File: config.mk
export PLATFORM = sky130hd
export DESIGN_NAME = issue_port_arbiter
export DESIGN_NICKNAME = d
export VERILOG_FILES = /design/src/rtl/issue_port_arbiter_pkg.sv /design/src/rtl/issue_port_arbiter_rr_pick.sv /design/src/rtl/issue_port_arbiter.sv
export SDC_FILE = /design/constraint.sdc
export NUM_CORES = 1
export LEC_CHECK = 0
export BUFFER_PORTS_ARGS = -buffer_cell sky130_fd_sc_hd__buf_2
export CORE_MARGIN = 2
export CORE_UTILIZATION = 56
export CTS_BUF_LIST = sky130_fd_sc_hd__clkbuf_4 sky130_fd_sc_hd__clkbuf_8
export CTS_CLUSTER_DIAMETER = 60
export DETAILED_ROUTE_END_ITERATION = 8
export GPL_TIMING_DRIVEN = 0
export PLACE_DENSITY = 0.71
export SYNTH_ARGS = -nofsm -noshare
export SYNTH_HDL_FRONTEND = slang
export SYNTH_HIERARCHICAL = 1
export SYNTH_SLANG_ARGS = --single-unit
File: constraint.sdc
create_clock -name i_clk -period 10.4 [get_ports i_clk]
set_input_delay 3.12 -clock i_clk [delete_from_list [all_inputs] [get_ports i_clk]]
set_output_delay 3.12 -clock i_clk [all_outputs]
set_load 0.02 [all_outputs]
File: src/rtl/issue_port_arbiter_pkg.sv
// Shared definitions for the issue-port arbiter: port count, functional-unit
// class encodings and default sizing.
package issue_port_arbiter_pkg;

    localparam int NPORT    = 4;
    localparam int NREQ_DEF = 8;
    localparam int OCCW_DEF = 3;

    typedef enum logic [1:0] {
        FU_ALU0   = 2'd0,
        FU_ALU1   = 2'd1,
        FU_MEM    = 2'd2,
        FU_MULDIV = 2'd3
    } fu_class_e;

endpackage

File: src/rtl/issue_port_arbiter_rr_pick.sv
// Round-robin picker: first set request at or above ptr_i, wrapping to 0.
// The one-hot grant and any-valid flag are gated by en_i.
module issue_port_arbiter_rr_pick #(
    parameter int NREQ = 8,
    parameter int IDXW = 3
) (
    input  logic [NREQ-1:0] req_i,
    input  logic [IDXW-1:0] ptr_i,
    input  logic            en_i,
    output logic [NREQ-1:0] gnt_o,
    output logic [IDXW-1:0] idx_o,
    output logic            any_o
);

    logic [NREQ-1:0] gnt_s;
    logic [IDXW-1:0] idx_s;
    logic [IDXW-1:0] cand_s;
    logic            hit_s;
    logic            found_s;

    // Scan candidates in priority order starting at the pointer
    always_comb begin
        gnt_s   = '0;
        idx_s   = '0;
        cand_s  = '0;
        hit_s   = 1'b0;
        found_s = 1'b0;
        for (int off = 0; off < NREQ; off++) begin
            cand_s         = IDXW'((int'(ptr_i) + off) % NREQ);
            hit_s          = !found_s && req_i[cand_s];
            gnt_s[cand_s]  = gnt_s[cand_s] | hit_s;
            idx_s          = hit_s ? cand_s : idx_s;
            found_s        = found_s | hit_s;
        end
    end

    assign gnt_o = en_i ? gnt_s : '0;
    assign idx_o = idx_s;
    assign any_o = en_i & found_s;

endmodule

File: src/rtl/issue_port_arbiter.sv
// Per-port round-robin issue arbiter with occupancy stalls for multi-cycle units.
// o_grant is same-cycle; o_valid/o_sel are registered one cycle later.
module issue_port_arbiter
    import issue_port_arbiter_pkg::*;
#(
    parameter int NREQ = NREQ_DEF,
    parameter int IDXW = $clog2(NREQ),
    parameter int OCCW = OCCW_DEF
) (
    input  logic                  i_clk,
    input  logic                  i_rst_n,
    input  logic [NREQ-1:0]       i_req,
    input  logic [2*NREQ-1:0]     i_class,
    input  logic [OCCW*NREQ-1:0]  i_occ,
    input  logic                  i_flush,
    input  logic                  i_stall,
    output logic [NREQ-1:0]       o_grant,
    output logic [NPORT-1:0]      o_valid,
    output logic [NPORT*IDXW-1:0] o_sel,
    output logic [NPORT-1:0]      o_busy
);

    logic [NPORT-1:0][NREQ-1:0] elig_s;
    logic [NPORT-1:0][NREQ-1:0] pick_gnt_s;
    logic [NPORT-1:0][IDXW-1:0] pick_idx_s;
    logic [NPORT-1:0]           pick_any_s;
    logic [NPORT-1:0]           pick_en_s;
    logic [NREQ-1:0]            grant_s;

    logic [NPORT-1:0][IDXW-1:0] ptr_q, ptr_d;
    logic [NPORT-1:0][IDXW-1:0] sel_q, sel_d;
    logic [NPORT-1:0][OCCW-1:0] cnt_q, cnt_d;
    logic [NPORT-1:0]           valid_q, valid_d;

    // Eligibility per port and enable gating (reset, flush, stall, unit busy)
    always_comb begin
        elig_s    = '0;
        pick_en_s = '0;
        for (int p = 0; p < NPORT; p++) begin
            for (int n = 0; n < NREQ; n++) begin
                elig_s[p][n] = i_req[n] && (i_class[2*n +: 2] == fu_class_e'(p));
            end
            pick_en_s[p] = i_rst_n && !i_flush && !i_stall && (cnt_q[p] == '0);
        end
    end

    for (genvar gp = 0; gp < NPORT; gp++) begin : g_port
        issue_port_arbiter_rr_pick #(
            .NREQ (NREQ),
            .IDXW (IDXW)
        ) u_pick (
            .req_i (elig_s[gp]),
            .ptr_i (ptr_q[gp]),
            .en_i  (pick_en_s[gp]),
            .gnt_o (pick_gnt_s[gp]),
            .idx_o (pick_idx_s[gp]),
            .any_o (pick_any_s[gp])
        );
    end

    // Merge per-port grants; classes are disjoint so no bit is granted twice
    always_comb begin
        grant_s = '0;
        for (int p = 0; p < NPORT; p++) begin
            grant_s = grant_s | pick_gnt_s[p];
        end
    end

    // Next-state: flush beats stall beats grant; counters drain regardless of stall
    always_comb begin
        ptr_d   = ptr_q;
        sel_d   = sel_q;
        cnt_d   = cnt_q;
        valid_d = valid_q;
        for (int p = 0; p < NPORT; p++) begin
            cnt_d[p] = (cnt_q[p] != '0) ? cnt_q[p] - OCCW'(1) : '0;
            if (i_flush) begin
                valid_d[p] = 1'b0;
                cnt_d[p]   = '0;
            end else if (i_stall) begin
                valid_d[p] = valid_q[p];
            end else if (pick_any_s[p]) begin
                ptr_d[p]   = (pick_idx_s[p] == IDXW'(NREQ - 1)) ? '0 : pick_idx_s[p] + IDXW'(1);
                cnt_d[p]   = i_occ[OCCW*pick_idx_s[p] +: OCCW];
                valid_d[p] = 1'b1;
                sel_d[p]   = pick_idx_s[p];
            end else begin
                valid_d[p] = 1'b0;
            end
        end
    end

    // State registers with synchronous active-low reset
    always_ff @(posedge i_clk) begin
        if (!i_rst_n) begin
            ptr_q   <= '0;
            sel_q   <= '0;
            cnt_q   <= '0;
            valid_q <= '0;
        end else begin
            ptr_q   <= ptr_d;
            sel_q   <= sel_d;
            cnt_q   <= cnt_d;
            valid_q <= valid_d;
        end
    end

    // Busy flags straight from the occupancy counters
    always_comb begin
        o_busy = '0;
        for (int p = 0; p < NPORT; p++) begin
            o_busy[p] = (cnt_q[p] != '0);
        end
    end

    assign o_grant = grant_s;
    assign o_valid = valid_q;
    assign o_sel   = sel_q;

endmodule

==> impl_metrics.env <==
export IMPL_core_region_area_um2=20200
export IMPL_outcome="completed"
export IMPL_multi_input_area_um2=10100
export IMPL_clkTransAtPathRegs_ns=0.08
export IMPL_critPathKind="in -> out"
export IMPL_worst_path_max_fanout=10
export IMPL_setup_viol=0
export IMPL_wl_met1_um=18200
export IMPL_rr_startpoint="ptr_q[3]$_SDFFE_PN0P_"
export IMPL_power_density_nw_per_um2=55.3
export IMPL_netlist_area_um2=11500
export IMPL_fin_crit_ns=10.31
export IMPL_nFillCells=1878
export IMPL_fin_worst_skew_ns=0.00820
export IMPL_syn_to_final_growth_pct=9.44
export IMPL_grt_antenna_before_repair=0
export IMPL_initial_core_util=0.569
export IMPL_ctsLongestPathBuffers=2
export IMPL_routedWlPerCell_um=24.1
export IMPL_dp_final_hpwl_um=34200
export IMPL_first_pass_iters=6
export IMPL_cap_violations=0
export IMPL_hold_buffers=0
export IMPL_synth_seq_area_share=0.0698
export IMPL_portBuffers=79
export IMPL_synthDistinctLibCells=95
export IMPL_holdWs_ns=0.465
export IMPL_grt_overflow_total=0
export IMPL_pin_count=80
export IMPL_ys_seq_elements=40
export IMPL_nets=1646
export IMPL_crit_path_end_kind="primary output"
export IMPL_clkLatencyLatePin_ns=0.30
export IMPL_synthFlopType="dfxtp_1"
export IMPL_antenna_left=0
export IMPL_rows=52
export IMPL_yosysWarningCount=6
export IMPL_crit_start="i_class[1]"
export IMPL_hold_class="reg -> reg"
export IMPL_drt_total_wl_um=44000
export IMPL_ir_drop_mv=0.0629
export IMPL_grt_max_degree=13
export IMPL_synth_edf_count=0
export IMPL_die_x_um=147
export IMPL_finalPower_uw=695
export IMPL_diodes=0
export IMPL_p_leak_nw=4.45
export IMPL_via_per_inst=7.31
export IMPL_worst_slew_pin_transition_ns=1.05
export IMPL_gp_congestion=1.03
export IMPL_drive_above_1_share=0.228
export IMPL_clock_sinks=40
export IMPL_drc=0
export IMPL_relSlewSlack=0.293
export IMPL_grt_usage=0.395
export IMPL_first_iter_violations=1666
export IMPL_cp_data_required_time_ns=7.28
export IMPL_hold_viol_final=0
export IMPL_synth_async_reset_ratio=0
export IMPL_postSynthAreaPerCell_um2=7.83
export IMPL_maxSlewViolCount=0
export IMPL_critPathCapture="o_grant[4]"
export IMPL_vias=13300
export IMPL_reg2reg_setup_slack_ns=3.64
export IMPL_cts_buffers=5
export IMPL_wl_met2_um=19000
export IMPL_max_freq_mhz=97.0
export IMPL_syn_nets=1558
export IMPL_die_area_um2=21700
export IMPL_cp_arrival_ns=7.19
export IMPL_clockRootBuffer="clkbuf_8"
export IMPL_wl_met3_um=5150
export IMPL_grt_pass1_wl_um=69300
export IMPL_timing_rr_end="ptr_q[5]$_SDFFE_PN0P_"
export IMPL_die_y_um=147
export IMPL_seq_area_um2=801
export IMPL_grt_pass1_vias=12400
export IMPL_htree_levels=2
export IMPL_reg2regPathDepth=19
export IMPL_finalCritPeriodShare=0.991
export IMPL_syn_inst=1466
export IMPL_top_layer="met4"
export IMPL_cts_tree="yes"
export IMPL_critPathLaunchType="primary input"
worst max-delay path: stages:
cell	delay, ns
buf_2	0.15
and3_1	0.34
mux2_4	0.37
mux4_2	0.50
o32a_4	0.37
o21ai_2	0.44
a21oi_2	0.13
o21ai_2	0.28
nor4_1	0.14
nor4_2	0.37
nor3_2	0.09
a221oi_1	0.50
or4_1	0.21
buf_2	0.17
layer usage:
layer	global-route usage	up-vias
li1	-	5939
met1	0.564	6313
met2	0.593	965
met3	0.0829	125
met4	0.134	0
met5	0	-
metrics by stage:
stage	setup TNS (ns)	area (um^2)	std cells	worst slack (ns)	util
after floorplan	0	11500	1466	0.809	-
after global placement	-1.90	12200	1815	-0.287	0.605
after detailed placement	-1.89	12200	1815	-0.294	0.605
after CTS	0	12400	1822	0.0719	0.614
after global routing	-0.0693	12600	1824	-0.0515	0.623
final	0	12600	1824	0.0903	0.623
state kept, by name, indices dropped and copies added, names as in the netlist:
name and count:
o_sel 12, o_valid 4, cnt_q 12, ptr_q 12
area by class of cell:
class,count,share of cell area
Multi-Input combinational cell,1257,0.802
Sequential cell,40,0.0638
Buffer,109,0.0466
Timing Repair Buffer,82,0.0333
Tap cell,270,0.0269
Inverter,59,0.0176
Clock buffer,5,0.00548
Clock inverter,2,0.00478
cells in the mapped netlist (9+ instances only):
master | number | share of area
a211oi_1 | 41 | 0.027
a211oi_2 | 9 | 0.0098
a21boi_0 | 22 | 0.014
a21oi_1 | 72 | 0.031
a221oi_1 | 13 | 0.0099
a22oi_1 | 10 | 0.0065
a31oi_1 | 25 | 0.014
a41oi_1 | 17 | 0.013
and3_1 | 15 | 0.0082
buf_2 | 30 | 0.013
buf_6 | 18 | 0.018
clkbuf_1 | 52 | 0.017
dfxtp_1 | 40 | 0.070
ha_1 | 40 | 0.044
inv_1 | 57 | 0.019
mux2_2 | 23 | 0.023
mux2i_1 | 49 | 0.043
mux4_2 | 72 | 0.14
nand2_1 | 158 | 0.052
nand2b_1 | 29 | 0.016
nand3_1 | 36 | 0.016
nand4_1 | 20 | 0.011
nor2_1 | 131 | 0.043
nor2b_1 | 23 | 0.013
nor3_1 | 48 | 0.021
nor3_2 | 10 | 0.0087
nor3b_1 | 12 | 0.0078
nor4_1 | 10 | 0.0055
o211ai_1 | 12 | 0.0078
o21ai_0 | 87 | 0.038
o21ai_1 | 11 | 0.0048
o22ai_1 | 28 | 0.015
o311a_1 | 10 | 0.0087
o31ai_1 | 28 | 0.018
o32ai_1 | 11 | 0.0084
where the power goes:
part | switching (mW) | internal (mW)
Clock | 0.0576 | 0.0945
Sequential | 0.00160 | 0.155
Combinational | 0.236 | 0.150
Total | 0.296 | 0.399
cell usage in the layout (no fill, tap or decap), types with 12 or more instances in the layout:
master	n
mux2i_1	48
o211ai_1	12
and3_1	15
nor2b_1	23
o21ai_0	87
mux2_2	23
buf_2	109
nor2_1	122
inv_1	57
o31ai_1	28
nand4_1	20
mux4_2	72
a221oi_1	13
a41oi_1	17
nand2_1	158
nand3_1	36
a21oi_1	71
nand2b_1	29
buf_6	18
o22ai_1	28
a211oi_1	39
clkbuf_1	52
a31oi_1	25
a21boi_0	22
nor3_1	47
dfxtp_1	40
ha_1	40
kinds of logic after synthesis:
family | Yosys count | synth area share
buffers and inverters | 169 | 0.0706
AOI/OAI and AO/OA | 493 | 0.335
muxes | 149 | 0.213
adders and majority gates | 40 | 0.0436
and+or+nand+nor | 560 | 0.257
xor gates and xnor gates | 15 | 0.0114
DFF | 40 | 0.0698
worst min path at each step:
stage,slack (ns),endpoint,startpoint,cells after the start
floorplan,0.46,cnt_q[10]$_SDFF_PP0_,cnt_q[11]$_SDFF_PP0_,2
global placement,0.45,o_valid[3]$_SDFFE_PP0N_,o_valid[3]$_SDFFE_PP0N_,2
detailed placement,0.45,o_valid[1]$_SDFFE_PP0N_,o_valid[1]$_SDFFE_PP0N_,2
CTS,0.46,o_valid[1]$_SDFFE_PP0N_,o_valid[1]$_SDFFE_PP0N_,2
global route,0.50,o_valid[3]$_SDFFE_PP0N_,o_valid[3]$_SDFFE_PP0N_,2
finish,0.46,o_valid[3]$_SDFFE_PP0N_,o_valid[3]$_SDFFE_PP0N_,2
what timing repair did:
item	CTS	global route
setup endpoints to repair	8	8
gates cloned	0	0
setup buffers	0	2
pin swaps	0	5
gates resized for setup	8	32
(Power assumes the default switching activity.)
